### src/rtl/core_seq_ctrl.sv
// rtl/core_seq_ctrl.sv - RV32E multi-cycle sequencer: IF/EX/MEM/WB stepping, shared memory port, commit gating
module core_seq_ctrl #(
   parameter int unsigned TIMEOUT = 255,
   parameter int unsigned CNT_W   = 32
) (
   input  logic             clk,
   input  logic             rst,
   input  logic             dec_wen_reg,
   input  logic             dec_load,
   input  logic             dec_store,
   input  logic             dec_halt,
   input  logic             dec_illegal,
   input  logic             mem_ack,
   output logic             mem_req,
   output logic             mem_sel,
   output logic             mem_wen,
   output logic             ir_we,
   output logic             mdr_we,
   output logic             reg_we,
   output logic             pc_we,
   output logic             halted,
   output logic             err,
   output logic [CNT_W-1:0] cyc_cnt,
   output logic [CNT_W-1:0] instret_cnt
);

   localparam int unsigned WT_W = (TIMEOUT < 2) ? 1 : $clog2(TIMEOUT + 1);

   typedef enum logic [2:0] {
      S_IDLE,
      S_IF,
      S_EX,
      S_MEM,
      S_WB,
      S_HALT
   } state_t;

   state_t            state;
   state_t            state_nxt;
   logic [WT_W-1:0]   wait_cnt;
   logic              err_q;
   logic              err_set;
   logic [CNT_W-1:0]  cyc_q;
   logic [CNT_W-1:0]  inst_q;
   logic              req_cyc;
   logic              timed_out;
   logic              active;

   logic mem_req_c, mem_sel_c, mem_wen_c, ir_we_c, mdr_we_c, reg_we_c, pc_we_c;

   assign req_cyc   = (state == S_IF) || (state == S_MEM);
   assign active    = (state == S_IF) || (state == S_EX) || (state == S_MEM) || (state == S_WB);
   // This cycle would be the TIMEOUT-th consecutive cycle without an ack.
   assign timed_out = (TIMEOUT != 0) && req_cyc && !mem_ack &&
                      ((32'(wait_cnt) + 32'd1) == 32'(TIMEOUT));

   always_comb begin
      state_nxt = state;
      err_set   = 1'b0;
      mem_req_c = 1'b0;
      mem_sel_c = 1'b0;
      mem_wen_c = 1'b0;
      ir_we_c   = 1'b0;
      mdr_we_c  = 1'b0;
      reg_we_c  = 1'b0;
      pc_we_c   = 1'b0;
      case (state)
         S_IDLE: state_nxt = S_IF;
         S_IF: begin
            mem_req_c = 1'b1;
            if (mem_ack) begin
               ir_we_c   = 1'b1;
               state_nxt = S_EX;
            end else if (timed_out) begin
               err_set   = 1'b1;
               state_nxt = S_HALT;
            end
         end
         S_EX: begin
            if (dec_illegal) begin
               err_set   = 1'b1;
               state_nxt = S_HALT;
            end else if (dec_halt) begin
               state_nxt = S_HALT;
            end else if (dec_load || dec_store) begin
               state_nxt = S_MEM;
            end else begin
               reg_we_c  = dec_wen_reg;
               pc_we_c   = 1'b1;
               state_nxt = S_IF;
            end
         end
         S_MEM: begin
            mem_req_c = 1'b1;
            mem_sel_c = 1'b1;
            mem_wen_c = dec_store;
            if (mem_ack) begin
               if (dec_load) begin
                  mdr_we_c  = 1'b1;
                  state_nxt = S_WB;
               end else begin
                  pc_we_c   = 1'b1;
                  state_nxt = S_IF;
               end
            end else if (timed_out) begin
               err_set   = 1'b1;
               state_nxt = S_HALT;
            end
         end
         S_WB: begin
            reg_we_c  = 1'b1;
            pc_we_c   = 1'b1;
            state_nxt = S_IF;
         end
         S_HALT: state_nxt = S_HALT;
         default: state_nxt = S_IDLE;
      endcase
   end

   always_ff @(posedge clk) begin
      if (rst) begin
         state    <= S_IDLE;
         wait_cnt <= '0;
         err_q    <= 1'b0;
         cyc_q    <= '0;
         inst_q   <= '0;
      end else begin
         state    <= state_nxt;
         err_q    <= err_q | err_set;
         wait_cnt <= (req_cyc && !mem_ack) ? wait_cnt + WT_W'(1) : '0;
         if (active) begin
            cyc_q <= cyc_q + CNT_W'(1);
         end
         if (pc_we_c) begin
            inst_q <= inst_q + CNT_W'(1);
         end
      end
   end

   // Outputs are forced low while rst is high so an in-flight request drops at once.
   assign mem_req     = mem_req_c & ~rst;
   assign mem_sel     = mem_sel_c & ~rst;
   assign mem_wen     = mem_wen_c & ~rst;
   assign ir_we       = ir_we_c   & ~rst;
   assign mdr_we      = mdr_we_c  & ~rst;
   assign reg_we      = reg_we_c  & ~rst;
   assign pc_we       = pc_we_c   & ~rst;
   assign halted      = (state == S_HALT) & ~rst;
   assign err         = err_q & ~rst;
   assign cyc_cnt     = rst ? '0 : cyc_q;
   assign instret_cnt = rst ? '0 : inst_q;

endmodule

### config.mk
export PLATFORM = sky130hd
export DESIGN_NAME = core_seq_ctrl
export DESIGN_NICKNAME = d
export VERILOG_FILES = /design/src/rtl/core_seq_ctrl.sv
export SDC_FILE = /design/constraint.sdc
export NUM_CORES = 1
export LEC_CHECK = 0
export ABC_AREA = 0
export CORE_MARGIN = 2
export CORE_UTILIZATION = 45
export CTS_BUF_LIST = sky130_fd_sc_hd__clkbuf_8
export CTS_CLUSTER_DIAMETER = 100
export DETAILED_ROUTE_END_ITERATION = 7
export GPL_TIMING_DRIVEN = 0
export PLACE_DENSITY_LB_ADDON = 0.1
export RECOVER_POWER = 100
export REMOVE_ABC_BUFFERS = 1
export SYNTH_ARGS = -nofsm -noshare
export SYNTH_HDL_FRONTEND = slang
export SYNTH_SLANG_ARGS = --single-unit
### constraint.sdc
create_clock -name clk -period 4.1 [get_ports clk]
set_clock_uncertainty 0.1 [all_clocks]
set_input_delay 0.615 -clock clk [delete_from_list [all_inputs] [get_ports clk]]
set_output_delay 0.615 -clock clk [all_outputs]
set_load 0.05 [all_outputs]
==> run_results.csv <==
group,metric,value,unit
run_status,outcome,"finished, final reports clean",
synth,synth_edf_count,0,
cts,ctsResizeCount,0,
synth,synth_ff_type,"dfxtp_1",
critical_path,r2r_slack,1.20,ns
critical_path,worstSetupPathType,"primary input to primary output",
cells_and_area,multi_input_area,2340,µm²
floorplan,die_h,98.7,µm
synth,postSynthAreaPerCell,7.91,µm²
global_routing,grt_pass1_vias,3270,
synth,synth.largest_area_cell,"dfxtp_1",
timing,relSlewSlack,43.1,%
flow_run,cap_violations,0,
critical_path,start_kind,"primary input",
cells_and_area,drive_gt1_share,4.84,%
cts,cts_buffers,9,
cells_and_area,fin_nets,586,
critical_path,arrival,3.19,ns
detailed_routing,dr.pass1.iters,4,
timing,worstMarginPinSlew,0.832,ns
detailed_routing,avgViaCountPerCell,5.27,
cts,cts_tree,"done",
cells_and_area,antenna_cells,0,
critical_path,crit_path_cell_trace,"clkdlybuf4s50_1 -> or3b_2 -> o22a_1 -> a21oi_1 -> dlygate4sd3_1",
min_path,min_from,"wait_cnt[0]",
global_routing,grtUsageTotal,18.4,%
synth,synth_top_cell_area_share,37.7,%
cts,cts-root-buf,"clkbuf_8",
floorplan,rows,34,
min_path,hold_depth,1,
cts,holdBufCountCts,0,
floorplan,start_util,46.3,%
synth,yosysSeqAreaShare,37.7,%
timing,hold_viol,0,
timing,min_period,3.91,ns
detailed_routing,wl_per_cell,12.9,µm
global_routing,grt_max_degree,77,
cts,h-tree-depth,3,
critical_path,reg2reg_to,"inst_q[25]",
timing,post-route-period-util,95.3,%
floorplan,fp.dieW,98.7,µm
synth,synthArstFlopShare,0,%
timing,rsz0062_at_grt,"false",
synth,synthesis.area,4040,µm²
placement,numPortBuffers,80,
critical_path,path_max_fanout,18,
cells_and_area,fillCellCount,813,
global_routing,overflow,0,
critical_path,cp_top_family,"buffers and inverters",
cts,cts_buffer_depth,2,
synth,yosys_warnings,0,
timing,setup_viol_count_final,0,
cells_and_area,register_area,1520,µm²
detailed_routing,postRouteAntennaNets,0,
detailed_routing,drc,0,
min_path,min_to,"wait_cnt[0]",
timing,finalMaxSlewViolations,0,
global_routing,grt_pass1_wl,15.1,mm
synth,syn-instance-count,510,
critical_path,r2r_start,"state[0]",
floorplan,io_pins,81,
timing,clock.fmax,256,MHz
placement,dp.cells,671,
placement,place_congestion,0.797,
synth,synth_area_leaders,"dfxtp_1 38%, nor2b_1 8.4%, xnor2_1 8.0%, nor2_1 7.3%, nand4_1 2.9%",
detailed_routing,drtIter0Drc,107,
power_and_ir_drop,p_leak,1.88,nW
cells_and_area,fin_cells,687,
cts,post_cts_buffers,0,
critical_path,crit_buf_inv,2,
power_and_ir_drop,p_per_area,294,nW/µm²
critical_path,cpPeakStageDelay,0.89,ns
critical_path,cpMaxStageDelayCell,"dlygate4sd3_1",
critical_path,rr_worst_depth,5,
placement,post-dp-hpwl,6.18,mm
cts,clk_pin_slew,0.07,ns
cts,cts_sinks,76,
global_routing,grt_antenna_before_repair,0,
power_and_ir_drop,ir_worst_vdd,0.154,mV
critical_path,endpoint_kind,"primary output",
critical_path,cp.required,3.38,ns
synth,synth_cell_types,44,
min_path,min_path_type,"flip-flop to flip-flop",
detailed_routing,drt-total-wl,8.85,mm
detailed_routing,routed-via-count,3618,
timing,holdWs,0.389,ns
floorplan,core_area,8720,µm²
cells_and_area,syn2layout_area_growth,26.6,%
floorplan,die_area,9740,µm²
cts,clk-insertion-delay-late,0.34,ns
synth,ys_ff_latch,76,
sequential cells by signal, summed over array words and instances, names as in the netlist:
| name | cells |
|---|---|
| cyc_q | 32 |
| inst_q | 32 |
| wait_cnt | 8 |
| state | 3 |
| err_q | 1 |
logic make-up (layout without fill, tap and decap cells):
family / count (synthesis) / after routing / synth area share, %
AO/OA/AOI/OAI: 62 / 62 / 9.42
XOR/XNOR: 49 / 49 / 10.6
adder cells (fa/ha/maj): 4 / 4 / 1.24
buffers and inverters: 42 / 111 / 4.31
flip-flops: 76 / 76 / 37.7
multiplexers: 5 / 5 / 1.39
AND/OR/NAND/NOR: 272 / 272 / 35.3
metal layers:
layer	share of wire [%]	GRT usage (%)	vias to the layer above	routed length, µm
li1	-	-	1877	-
met3	4.2	3.76	10	372
met5	0	0	-	0
met1	49	24.6	1663	4320
met2	46	30.0	68	4040
met4	1.2	6.01	0	110
report_power, final:
part	switching (mW)	internal, mW
logic	0.0573	0.0296
registers	0.0114	0.744
clock network	0.271	0.391
how the worst max path moves through the flow:
stage,start,endpoint,slack [ns],depth (start not counted)
after floorplan,dec_illegal,pc_we,1.06,3
after global placement,rst,mdr_we,-2.59,5
after detailed placement,dec_load,pc_we,0.27,5
after CTS,dec_load,pc_we,0.27,5
after global routing,dec_load,pc_we,0.08,5
final,dec_load,pc_we,0.19,5
cells in the final DEF, fill, tap and decap left out, types with 2 or more instances in the layout:
| cell | netlist | final |
|---|---|---|
| nor2_1 | 79 | 79 |
| dfxtp_1 | 76 | 76 |
| dlygate4sd3_1 | 0 | 74 |
| nor2b_1 | 54 | 54 |
| xnor2_1 | 37 | 37 |
| nand2_1 | 29 | 29 |
| nand3_1 | 23 | 23 |
| a21oi_1 | 21 | 21 |
| nand4_1 | 19 | 19 |
| o21ai_0 | 19 | 19 |
| or3_1 | 17 | 17 |
| inv_1 | 14 | 14 |
| nor3_1 | 13 | 13 |
| xor2_1 | 12 | 12 |
| clkbuf_8 | 0 | 12 |
| nor4_1 | 9 | 9 |
| a211oi_1 | 8 | 8 |
| and3_1 | 6 | 6 |
| mux2_2 | 5 | 5 |
| clkdlybuf4s50_1 | 0 | 5 |
| nand2b_1 | 4 | 4 |
| or4_1 | 4 | 4 |
| ha_1 | 4 | 4 |
| nand3b_1 | 3 | 3 |
| and4_1 | 3 | 3 |
| a2111oi_0 | 3 | 3 |
| or3b_2 | 2 | 2 |
| nor3b_1 | 2 | 2 |
| a211o_1 | 2 | 2 |
| clkinv_2 | 0 | 2 |
| bufinv_16 | 0 | 2 |
stage by stage:
step	setup slack (ns)	setup TNS [ns]	instance area, µm²	util (%)	power (mW)
floorplan	1.06	0	3920	-	0.815
CTS	0.266	0	5110	58.6	1.53
detailed placement	0.267	0	4880	55.9	0.863
global placement	-2.59	-190.31	4850	55.6	0.859
global route	0.0815	0	5110	58.6	1.56
finish	0.191	0	5110	58.6	1.50
area by class of cell:
cell class	instances	area share [%]
clock buffers	12	3.23
clock inverters	4	1.37
inverters	14	1.03
multi-input cells	392	45.8
flip-flops and latches	76	29.8
well taps	108	2.64
repair buffers	81	16.2
synth_stat cells, drive strengths merged (5+ instances only):
cell type / instances
nor2: 79
dfxtp: 76
nor2b: 54
xnor2: 37
nand2: 29
clkbuf: 24
nand3: 23
a21oi: 21
nand4: 19
o21ai: 19
or3: 17
inv: 14
nor3: 13
xor2: 12
nor4: 9
a211oi: 8
and3: 6
mux2: 5
or4: 5
(Power assumes the default switching activity.)
